File: src/rtl/wb_register_file.sv
`default_nettype none
// +--------------------------------------------------------------------------+
// | Module      : wb_register_file                                           |
// | Description : General-purpose register bank fed by write-back. Two       |
// |               combinational read ports with same-cycle write bypass,     |
// |               register 0 hard-wired to zero, and a halt-triggered        |
// |               valid/ready dump of every register to the debug unit.      |
// | Revision    : 1.0 - initial release                                      |
// +--------------------------------------------------------------------------+
module wb_register_file #(
    parameter int NB_DATA = 32,
    parameter int NB_REG  = 5,
    parameter int N_REGS  = 32
) (
    input  logic               i_clock,
    input  logic               i_reset,
    input  logic               i_reg_write,
    input  logic [NB_REG-1:0]  i_selected_reg,
    input  logic [NB_DATA-1:0] i_selected_data,
    input  logic               i_halt,
    input  logic [NB_REG-1:0]  i_read_reg_a,
    input  logic [NB_REG-1:0]  i_read_reg_b,
    output logic [NB_DATA-1:0] o_data_a,
    output logic [NB_DATA-1:0] o_data_b,
    output logic               o_halted,
    output logic               o_dump_valid,
    input  logic               i_dump_ready,
    output logic [NB_REG-1:0]  o_dump_addr,
    output logic [NB_DATA-1:0] o_dump_data,
    output logic               o_dump_last
);

    // Controller states: normal operation, streaming the dump, dump finished.
    localparam logic [1:0] c_st_run  = 2'd0;
    localparam logic [1:0] c_st_dump = 2'd1;
    localparam logic [1:0] c_st_done = 2'd2;

    localparam logic [NB_REG-1:0] c_last_idx = NB_REG'(N_REGS - 1);
    localparam logic [NB_REG-1:0] c_one      = NB_REG'(1);

    logic [1:0]         r_state;
    logic [1:0]         w_next_state;
    logic [NB_REG-1:0]  r_count;
    logic [NB_DATA-1:0] r_regs [N_REGS];

    logic w_write_en;
    logic w_last;
    logic w_transfer;

    // A write only lands while running and never targets register 0.
    assign w_write_en = i_reg_write && (i_selected_reg != '0) && (r_state == c_st_run);

    assign w_last     = (r_state == c_st_dump) && (r_count == c_last_idx);
    assign w_transfer = (r_state == c_st_dump) && i_dump_ready;

    // Read port: zero register, then bypass of the in-flight write, then array.
    function automatic logic [NB_DATA-1:0] read_port(
        input logic [NB_REG-1:0]  addr,
        input logic               wr_en,
        input logic [NB_REG-1:0]  wr_addr,
        input logic [NB_DATA-1:0] wr_data,
        input logic [NB_DATA-1:0] arr_data
    );
        if (addr == '0) begin
            return '0;
        end else if (wr_en && (wr_addr == addr)) begin
            return wr_data;
        end else begin
            return arr_data;
        end
    endfunction

    assign o_data_a = read_port(i_read_reg_a, w_write_en, i_selected_reg,
                                i_selected_data, r_regs[i_read_reg_a]);
    assign o_data_b = read_port(i_read_reg_b, w_write_en, i_selected_reg,
                                i_selected_data, r_regs[i_read_reg_b]);

    // Dump port mirrors the counter; data stays tied to the counter so it
    // holds steady for as long as the debug unit withholds ready.
    assign o_halted     = (r_state == c_st_dump) || (r_state == c_st_done);
    assign o_dump_valid = (r_state == c_st_dump);
    assign o_dump_addr  = r_count;
    assign o_dump_data  = r_regs[r_count];
    assign o_dump_last  = w_last;

    // Next-state decode: halt starts the dump, final accepted word ends it.
    always_comb begin
        w_next_state = r_state;
        case (r_state)
            c_st_run: begin
                if (i_halt) begin
                    w_next_state = c_st_dump;
                end
            end
            c_st_dump: begin
                if (w_transfer && w_last) begin
                    w_next_state = c_st_done;
                end
            end
            c_st_done: begin
                w_next_state = c_st_done;
            end
            default: begin
                w_next_state = c_st_run;
            end
        endcase
    end

    // State register.
    always_ff @(posedge i_clock) begin
        if (i_reset) begin
            r_state <= c_st_run;
        end else begin
            r_state <= w_next_state;
        end
    end

    // Dump counter: cleared on halt entry, advances per accepted word, never wraps.
    always_ff @(posedge i_clock) begin
        if (i_reset) begin
            r_count <= '0;
        end else if ((r_state == c_st_run) && i_halt) begin
            r_count <= '0;
        end else if (w_transfer && !w_last) begin
            r_count <= r_count + c_one;
        end
    end

    // Register array: cleared on reset, written by qualifying write-back writes.
    always_ff @(posedge i_clock) begin
        if (i_reset) begin
            for (int i = 0; i < N_REGS; i++) begin
                r_regs[i] <= '0;
            end
        end else if (w_write_en) begin
            r_regs[i_selected_reg] <= i_selected_data;
        end
    end

endmodule
`default_nettype wire

File: config.mk
export PLATFORM = sky130hd
export DESIGN_NAME = wb_register_file
export DESIGN_NICKNAME = d
export VERILOG_FILES = /design/src/rtl/wb_register_file.sv
export SDC_FILE = /design/constraint.sdc
export NUM_CORES = 2
export LEC_CHECK = 0
export CAP_MARGIN = 0
export CORE_MARGIN = 5
export CORE_UTILIZATION = 40
export CTS_BUF_LIST = sky130_fd_sc_hd__clkbuf_2
export DETAILED_ROUTE_END_ITERATION = 8
export PLACE_DENSITY = 0.66
export SYNTH_ARGS = -nofsm -noshare
export SYNTH_HDL_FRONTEND = slang
export SYNTH_SLANG_ARGS = --single-unit
File: constraint.sdc
create_clock -name i_clock -period 2.45 [get_ports i_clock]
set_input_delay 0.3675 -clock i_clock [delete_from_list [all_inputs] [get_ports i_clock]]
set_output_delay 0.3675 -clock i_clock [all_outputs]
set_load 0.1 [all_outputs]
==> out/summary.txt <==
worst vdd ir = 0.4771 mV
Mapped Avg Cell Area = 14.39 µm²
post-route antenna net violation count = 0
TritonCTS buffer count = 289
TritonCTS Sinks = 1036
Slew Limit Fails = 0
first-pass GRT wire length = 376900 µm
Setup Skew = 0.1786 ns
vias per cell = 6.562
gpl congestion = 0.9933
WP data required = 2.08 ns
number of synthesized register bits = 1036
grt total ovfl = 0
Crit. End Element = primary output
fmax = 223.1 MHz
DR pass1 iterations = 7
most common flop cell mapped by yosys = edfxtp_1
RSZ-0062 raised after global routing = yes
EDFF count, synth = 1024
Post-Syn Instances = 4423
CTS root buffer = clkbuf_2
violated checks = negative setup slack
mean routed wirelength per cell = 35.93 µm
TritonCTS clock tree = built
core box area = 0.1584 mm²
clk_lat worst skew = 1.82 ns
Total GRT Usage = 31.81%
IO Port Bufs = 155
final core utilization = 52.17%
register area share after synthesis = 48.69%
crit path DAT = 4.12 ns
initial core utilization = 40.19%
# DRC = 0
placed cell areas = 0.07726 mm²
Hold WC Path Type = in -> reg
Cell Area, Synth = 0.06365 mm²
Post-DP HPWL = 185200 µm
Routed WL = 272400 µm
largest net degree at the start of global routing = 37
H-tree levels = 5
status = finished, violations left
initial antenna violation count = 20
max cap viols = 0
startpoint class of the critical path = flop
vias = 49740
Tmin final = 4.483 ns
static leakage = 0.03054 µW
Final Cell Area = 0.08263 mm²
final setup violation count = 104
final net count = 5374
CP Class = reg -> out
CP max FO = 19
CTS Buffer Depth = 4
final worst-path setup slack = -2.033 ns
Reg clk slew, reported paths = 0.12 ns
post-place setup slack = -1.031 ns
Slew @ Worst Pin = 1.246 ns
R2R Setup Slk = 0.06 ns
number of fill cells = 12820
vias in the first global route = 49740
Die H = 408.9 µm
final worst-path cycle share = 183.0%
Pwr Total = 47620 µW
Die Width = 408.9 µm
Synth async-reset ratio = 0%
row count = 146
PD cells = 576.3 mW/mm²
Yosys warnings = 0
Final Hold Viols = 0
share of layout cells above drive strength 1 = 47.50%
slew margin rel. = 16.93%
Boundary Pins = 156
area added between synthesis and finish = 29.82%
initial DRC count = 7875
synth unique cells = 53
DIE AREA = 0.1672 mm²
[sequential cells by signal, indices dropped and copies added, names as in the netlist, named ones only]
register     count
r_regs        1024
r_state          2
o_dump_addr      5
[cell type report]
| cell class | count | area, µm² | share of cell area, % |
|---|---|---|---|
| flip-flops and latches | 1036 | 31030 | 37.55 |
| well taps | 2072 | 2592 | 3.137 |
| clock buffers | 399 | 1997 | 2.417 |
| multi-input cells | 2910 | 33320 | 40.32 |
| clock inverters | 70 | 390.4 | 0.4724 |
| repair buffers | 1076 | 13250 | 16.04 |
| inverters | 4 | 15.01 | 0.01817 |
| diodes | 13 | 32.53 | 0.03937 |
[cells in the final DEF (no fill, tap or decap), drive strengths merged, types with 8 or more instances in the layout]
| cell | n |
|---|---|
| a2111oi | 16 |
| a211oi | 46 |
| a21oi | 33 |
| a221o | 17 |
| a221oi | 47 |
| a22o | 15 |
| and2 | 993 |
| buf | 976 |
| clkbuf | 404 |
| clkdlybuf4s50 | 42 |
| clkinv | 62 |
| conb | 32 |
| dfxtp | 12 |
| diode | 13 |
| dlygate4sd3 | 52 |
| edfxtp | 1024 |
| inv | 8 |
| mux2 | 190 |
| mux2i | 203 |
| mux4 | 665 |
| nand2 | 22 |
| nand3b | 8 |
| nor2 | 155 |
| nor3 | 65 |
| nor4 | 18 |
| o21a | 42 |
| o21ai | 69 |
| o221ai | 32 |
| o22ai | 134 |
| or2 | 34 |
| xor2 | 8 |
[worst paths after layout]
| check | start | endpoint | depth (start not counted) |
|---|---|---|---|
| max | flop | o_dump_data[10] | 6 |
| min | i_reset | r_regs[16][12] | 7 |
| max reg2reg | r_state[1] | r_regs[16][11] | 9 |
| min reg2reg | r_state[1] | r_state[1] | 2 |
[metal layers]
metal	vias to the layer above	track usage [%]	routed length, µm
met1	25040	38.69	91350
met3	1089	11.34	38470
li1	19330	-	-
met4	4	20.55	21000
met5	-	0.1149	25
met2	4274	48.11	121500
[worst max-delay path, stage by stage (launching register included)]
cell and delay, ns:
dfxtp_4 0.39, buf_16 0.22, buf_12 0.22, mux4_2 0.53
mux4_2 0.56, mux2_4 0.32, buf_12 0.17
[cell usage after synthesis (all sizes together), types with 34 or more instances]
library cell / n / area [µm²]
edfxtp: 1024 / 30750
and2: 993 / 6212
o21ai: 69 / 345.3
nor3: 65 / 325.3
o22ai: 134 / 838.3
a211oi: 46 / 345.3
mux2i: 203 / 2032
mux2: 190 / 2140
nor2: 155 / 581.8
o21a: 42 / 315.3
clkbuf: 334 / 1254
or2: 34 / 212.7
buf: 170 / 923.4
a221oi: 47 / 411.6
mux4: 665 / 14980
[power breakdown]
part	switching (µW)	leakage [µW]	internal (µW)
clock	7850	0.00186	4760
combinational	8020	0.0180	6300
sequential	534	0.0107	20200
[what timing repair did]
item                                    4_1_cts  5_1_grt
gates resized for setup                     315       93
pin swaps                                    74       38
hold buffers                                 53        0
cloned                                        8        6
buffers inserted                             32       27
endpoints found under the setup margin      444      180
endpoints found under the hold margin      2028        0
[stage by stage]
step	hold WS, ns	setup TNS, ns	std cells
5_1_grt	0.1423	-183.22	7573
4_1_cts	0.01166	-186.06	7543
6_report	0.1846	-166.48	7580
3_5_place_dp	0.5051	-360.52	7008
2_1_floorplan	0.4604	-14.09	4454
3_3_place_gp	0.4750	-356.81	7008
[cells by family (layout without fill, tap and decap cells)]
group	count (synthesis)	in the layout	share of synthesized area (%)
AOI/OAI and AO/OA	476	476	5.260
xor gates and xnor gates	13	13	0.1789
adders and majority gates	5	5	0.09829
buffers and inverters	508	1549	3.444
DFF	1036	1036	48.69
muxes	1058	1058	30.08
other	1	45	0.005892
and+or+nand+nor	1326	1326	12.24
No activity file was read; power rests on OpenSTA's default activity.
